--- config.mk ---
export PLATFORM = sky130hd
export DESIGN_NAME = rom_load_ctrl
export DESIGN_NICKNAME = d
export VERILOG_FILES = /design/src/rtl/rom_load_ctrl.sv
export SDC_FILE = /design/constraint.sdc
export NUM_CORES = 1
export LEC_CHECK = 0
export ABC_AREA = 1
export CORE_MARGIN = 4
export CORE_UTILIZATION = 50
export DETAILED_ROUTE_END_ITERATION = 10
export GPL_ROUTABILITY_DRIVEN = 0
export PLACE_DENSITY = 0.84
export SLEW_MARGIN = 20
export SYNTH_ARGS = -nofsm -noshare
export SYNTH_HDL_FRONTEND = slang
export SYNTH_SLANG_ARGS = --single-unit
export TNS_END_PERCENT = 5
--- constraint.sdc ---
create_clock -name clk_sys -period 2.5 [get_ports clk_sys]
set_input_delay 0.625 -clock clk_sys [delete_from_list [all_inputs] [get_ports clk_sys]]
set_output_delay 0.625 -clock clk_sys [all_outputs]
set_load 0.05 [all_outputs]
--- src/rtl/rom_load_ctrl.sv ---
`timescale 1ns/1ps
// rom_load_ctrl: steers the HPS ioctl byte stream into the CPU ROM, graphics
// ROM and colour PROM write ports. It checks that the image is complete and
// correctly sized, and keeps the game core in reset until a good image has
// loaded and a short settle period has passed.
//
//  state  | meaning
//  -------+---------------------------------------------------------------
//  IDLE   | no image present since reset; game held in reset
//  LOAD   | selected download active; writes decoded, counted and summed
//  HOLD   | image complete and correctly sized; settle counter running
//  DONE   | valid image present; game released from reset
//  ERR    | last download was short, long or out of range; game held in reset
module rom_load_ctrl #(
    parameter logic [7:0] ROM_INDEX  = 8'd0,
    parameter int         CPU_SIZE   = 8192,
    parameter int         GFX_SIZE   = 2048,
    parameter int         PROM_SIZE  = 256,
    parameter int         RESET_HOLD = 64
) (
    input  logic        clk_sys,
    input  logic        reset,
    input  logic        ioctl_download,
    input  logic [7:0]  ioctl_index,
    input  logic        ioctl_wr,
    input  logic [24:0] ioctl_addr,
    input  logic [7:0]  ioctl_dout,
    output logic [13:0] dn_addr,
    output logic [7:0]  dn_data,
    output logic        cpu_rom_wr,
    output logic        gfx_wr,
    output logic        prom_wr,
    output logic        game_reset,
    output logic        rom_loaded,
    output logic        load_error,
    output logic [14:0] byte_count,
    output logic [7:0]  checksum
);

    localparam int TOTAL  = CPU_SIZE + GFX_SIZE + PROM_SIZE;
    localparam int HOLD_W = (RESET_HOLD > 1) ? $clog2(RESET_HOLD) : 1;

    // Region bases are compared on the full address. The subtraction only
    // needs the low 14 bits because every region fits in dn_addr.
    localparam logic [24:0] GFX_BASE_A  = 25'(CPU_SIZE);
    localparam logic [24:0] PROM_BASE_A = 25'(CPU_SIZE + GFX_SIZE);
    localparam logic [24:0] TOTAL_A     = 25'(TOTAL);
    localparam logic [13:0] GFX_BASE_L  = 14'(CPU_SIZE);
    localparam logic [13:0] PROM_BASE_L = 14'(CPU_SIZE + GFX_SIZE);
    localparam logic [14:0] TOTAL_CNT   = 15'(TOTAL);
    localparam logic [14:0] CNT_MAX     = 15'h7FFF;
    localparam logic [HOLD_W-1:0] HOLD_LOAD = HOLD_W'(RESET_HOLD - 1);

    typedef enum logic [2:0] {
        S_IDLE = 3'd0,
        S_LOAD = 3'd1,
        S_HOLD = 3'd2,
        S_DONE = 3'd3,
        S_ERR  = 3'd4
    } state_t;

    state_t            state_q;
    logic [HOLD_W-1:0] hold_cnt_q;
    logic              overflow_q;
    logic [13:0]       dn_addr_q;
    logic [7:0]        dn_data_q;
    logic              cpu_wr_q;
    logic              gfx_wr_q;
    logic              prom_wr_q;
    logic              game_reset_q;
    logic              rom_loaded_q;
    logic              load_error_q;
    logic [14:0]       byte_count_q;
    logic [7:0]        checksum_q;

    logic              selected;
    logic              in_range;
    logic              is_cpu;
    logic              is_gfx;
    logic              wr_live;
    logic              accept;
    logic              reject;
    logic [13:0]       dn_addr_d;
    logic [14:0]       byte_count_d;
    logic [7:0]        checksum_d;

    // Select the image, qualify the write, and decode its region and offset.
    always_comb begin
        selected  = ioctl_download && (ioctl_index == ROM_INDEX);
        in_range  = ioctl_addr < TOTAL_A;
        is_cpu    = ioctl_addr < GFX_BASE_A;
        is_gfx    = !is_cpu && (ioctl_addr < PROM_BASE_A);
        // A write in the same cycle download falls is not part of the image.
        wr_live   = (state_q == S_LOAD) && ioctl_download && ioctl_wr;
        accept    = wr_live && in_range;
        reject    = wr_live && !in_range;
        dn_addr_d = ioctl_addr[13:0];
        if (!is_cpu) begin
            dn_addr_d = is_gfx ? (ioctl_addr[13:0] - GFX_BASE_L)
                               : (ioctl_addr[13:0] - PROM_BASE_L);
        end
        byte_count_d = (byte_count_q == CNT_MAX) ? byte_count_q
                                                 : byte_count_q + 15'd1;
        checksum_d   = checksum_q + ioctl_dout;
    end

    // Load sequencer with registered strobes, status and settle counter.
    always_ff @(posedge clk_sys) begin
        if (reset) begin
            state_q      <= S_IDLE;
            hold_cnt_q   <= '0;
            overflow_q   <= 1'b0;
            dn_addr_q    <= '0;
            dn_data_q    <= '0;
            cpu_wr_q     <= 1'b0;
            gfx_wr_q     <= 1'b0;
            prom_wr_q    <= 1'b0;
            game_reset_q <= 1'b1;
            rom_loaded_q <= 1'b0;
            load_error_q <= 1'b0;
            byte_count_q <= '0;
            checksum_q   <= '0;
        end else begin
            cpu_wr_q  <= 1'b0;
            gfx_wr_q  <= 1'b0;
            prom_wr_q <= 1'b0;
            if ((state_q != S_LOAD) && selected) begin
                // A new image always starts from scratch, even if it
                // interrupts a settle period or replaces a good image.
                state_q      <= S_LOAD;
                overflow_q   <= 1'b0;
                byte_count_q <= '0;
                checksum_q   <= '0;
                load_error_q <= 1'b0;
                rom_loaded_q <= 1'b0;
                game_reset_q <= 1'b1;
            end else begin
                case (state_q)
                    S_LOAD: begin
                        if (!ioctl_download) begin
                            if ((byte_count_q == TOTAL_CNT) && !overflow_q) begin
                                state_q    <= S_HOLD;
                                hold_cnt_q <= HOLD_LOAD;
                            end else begin
                                state_q      <= S_ERR;
                                load_error_q <= 1'b1;
                            end
                        end else if (accept) begin
                            dn_addr_q    <= dn_addr_d;
                            dn_data_q    <= ioctl_dout;
                            cpu_wr_q     <= is_cpu;
                            gfx_wr_q     <= is_gfx;
                            prom_wr_q    <= !is_cpu && !is_gfx;
                            byte_count_q <= byte_count_d;
                            checksum_q   <= checksum_d;
                        end else if (reject) begin
                            overflow_q <= 1'b1;
                        end
                    end
                    S_HOLD: begin
                        if (hold_cnt_q == '0) begin
                            state_q      <= S_DONE;
                            rom_loaded_q <= 1'b1;
                            game_reset_q <= 1'b0;
                        end else begin
                            hold_cnt_q <= hold_cnt_q - 1'b1;
                        end
                    end
                    S_IDLE, S_DONE, S_ERR: begin
                        state_q <= state_q;
                    end
                    default: begin
                        state_q      <= S_IDLE;
                        game_reset_q <= 1'b1;
                        rom_loaded_q <= 1'b0;
                    end
                endcase
            end
        end
    end

    assign dn_addr    = dn_addr_q;
    assign dn_data    = dn_data_q;
    assign cpu_rom_wr = cpu_wr_q;
    assign gfx_wr     = gfx_wr_q;
    assign prom_wr    = prom_wr_q;
    assign game_reset = game_reset_q;
    assign rom_loaded = rom_loaded_q;
    assign load_error = load_error_q;
    assign byte_count = byte_count_q;
    assign checksum   = checksum_q;

endmodule

==> results.json <==
{
  "numCtsBuffers": 9,
  "finalSetupViolCount": 0,
  "rows": 29,
  "cp.required_ns": 1.88,
  "p_switching_uw": 749,
  "clkPwrFrac_pct": 35.2,
  "rsz0062_at_grt": "false",
  "finalSetupTns_ns": 0,
  "finalNetCount": 639,
  "core-area_um2": 6390,
  "cts.clk_slew.worst_paths_ns": 0.07,
  "worstPathMaxFanout": 6,
  "path_buf_inv": 1,
  "remaining_drc_errors": 0,
  "crit_family": "buffers and inverters",
  "insertedDiodeCount": 0,
  "overflow": 0,
  "pwr-share-seq_pct": 43.1,
  "dieArea_um2": 7940,
  "synth-edff-count": 0,
  "period_share_pct": 93.4,
  "synth.top_cell.area_share_pct": 37.1,
  "status": "finished clean",
  "p_leak_uw": 0.00181,
  "cts-root-buf": "clkbuf_8",
  "clock-skew-final_ns": 0.00915,
  "synthSimpleGateAreaFrac_pct": 35.3,
  "fin_ws_ns": 0.166,
  "yosysTopAreaCell": "dfxtp_1",
  "place_hpwl_um": 6610,
  "worst_pin_slew_ns": 0.520,
  "syn2layout_area_growth_pct": 38.4,
  "via_count": 3485,
  "post-route-util_pct": 71.3,
  "synth_fa_ha_area_share_pct": 5.55,
  "yosys.cell_count.top_type": "nand2_1",
  "drv_cap": 0,
  "viasPerCell": 5.26,
  "synthArstFlopShare_pct": 0,
  "synthXorXnorAreaFrac_pct": 3.99,
  "syn_nets": 537,
  "die_w_um": 89.1,
  "finalPower_uw": 2460,
  "peakVddDrop_v": 0.000476,
  "synth_area_um2": 3290,
  "hold_violations": 0,
  "whs_ns": 0.442,
  "start_kind": "flip-flop",
  "netlist_top_cells_count": "nand2_1 (146), dfxtp_1 (61), a21oi_1 (54)",
  "grt_util_all_layers_pct": 23.2,
  "grt_max_degree": 21,
  "io_buffers": 95,
  "ys_seq_area_share_pct": 37.1,
  "antenna_found_initial": 0,
  "hp-class": "flip-flop to flip-flop",
  "pin_count": 96,
  "synth_top_family_by_area": "simple AND/OR/NAND/NOR gates",
  "yosysUniqueCellTypes": 35,
  "grt_pass1_vias": 3373,
  "yosys_warnings": 0,
  "ys_ff_latch": 61,
  "cp_slowest_stage_delay_ns": 0.87,
  "clockBufferDepth": 2,
  "synth.area.top_cells": "dfxtp_1 (37%), nand2_1 (17%), a21oi_1 (8.2%), nor2_1 (5.2%), ha_1 (4.9%)",
  "synth.area.mux_share_pct": 0,
  "p_per_area_nw_per_um2": 541,
  "wl_per_cell_um": 13.3,
  "worstPathArrival_ns": 1.71,
  "dp_slack_ns": 0.0627,
  "htree_levels": 3,
  "clkSinkCount": 61,
  "cts_hold_buf": 0,
  "combPwrFrac_pct": 21.7,
  "grt_pass1_wl_um": 14700,
  "slew_viol_final": 0,
  "clk_latency_ns": 0.35,
  "synth_cells": 478,
  "postCtsSetupBuffers": 0,
  "syn_area_per_cell_um2": 6.88,
  "cp-end-kind": "output port",
  "cp_cell_sequence": "clkdlybuf4s50_1",
  "ant_nets": 0,
  "p_sw_share_pct": 30.4,
  "post_cts_resized": 0,
  "dieHeight_um": 89.1,
  "synth-compound-area-share_pct": 10.3,
  "synthFlopType": "dfxtp_1",
  "fmax_mhz": 428,
  "drt-pass1-iter-count": 6,
  "slew_headroom_pct": 65.2,
  "cts_tree": "built",
  "crit_path_top_delay_cell": "clkdlybuf4s50_1",
  "path_class": "flip-flop to output port",
  "start_util_pct": 51.5,
  "power.internal_uw": 1720,
  "drive_gt1_share_pct": 7.69,
  "fin_crit_ns": 2.33,
  "wl_um": 8830,
  "drt-initial-drc-count": 182
}
==> cells by family after synthesis <==
family                   count (synthesis)
XOR/XNOR                                15
AND/OR/NAND/NOR                        262
adder cells (fa/ha/maj)                 14
buffers and inverters                   60
AO/OA/AOI/OAI                           66
flip-flops                              61
==> path summary, 6_finish.rpt <==
kind / startpoint / endpoint / slack (ns) / depth (start not counted)
hold / removal: dn_addr[13] / dn_addr[13] / 0.44 / 2
hold reg to reg: dn_addr[13] / dn_addr[13] / 0.44 / 2
setup / recovery: byte_count[6] / byte_count[6] / 0.17 / 1
setup reg to reg: byte_count[1] / byte_count[1] / 0.49 / 8
==> state kept, by name, indices dropped and copies added, names as in the netlist <==
register	cells
load_error	1
prom_wr	1
checksum	8
dn_addr	14
overflow_q	1
game_reset	1
cpu_rom_wr	1
hold_cnt_q	6
rom_loaded	1
dn_data	8
byte_count	15
state_q	3
gfx_wr	1
==> power by group through the flow <==
stage / clock, uW / sequential, uW / combinational [uW]
floorplan: 0 / 1110 / 325
global placement: 0 / 1080 / 513
detailed placement: 0 / 1080 / 529
CTS: 874 / 1060 / 533
global route: 915 / 1070 / 600
finish: 868 / 1060 / 535
==> cell usage in the layout, fill, tap and decap left out, drive strengths merged, types with 4 or more instances in the layout <==
cell	n
nand2	148
clkdlybuf4s50	95
dfxtp	61
a21oi	54
nor2	54
inv	45
nand3	31
nand4	18
ha	13
buf	11
xor2	10
clkbuf	10
o21ai	8
xnor2	5
nor3	4
or2	4
==> routing by layer <==
metal	GRT usage, %	up-vias	wire length [um]
li1	-	1746	-
met1	28.9	1581	3690
met2	38.6	130	4280
met3	4.70	28	616
met4	10.4	0	243
met5	0	-	0
==> through the flow <==
step / instances / instance area, um^2
after detailed placement: 646 / 4360
final: 662 / 4550
after floorplan: 478 / 3290
after global placement: 646 / 4360
after global routing: 662 / 4550
after CTS: 662 / 4550
==> cell type report <==
class	instances	area, um^2
Tap cell	77	96.3
Clock buffer	10	128
Clock inverter	6	63.8
Timing Repair Buffer	106	1060
Sequential cell	61	1220
Multi-Input combinational cell	357	1820
Fill cell	503	1830
Inverter	45	169
(Power assumes the default switching activity.)
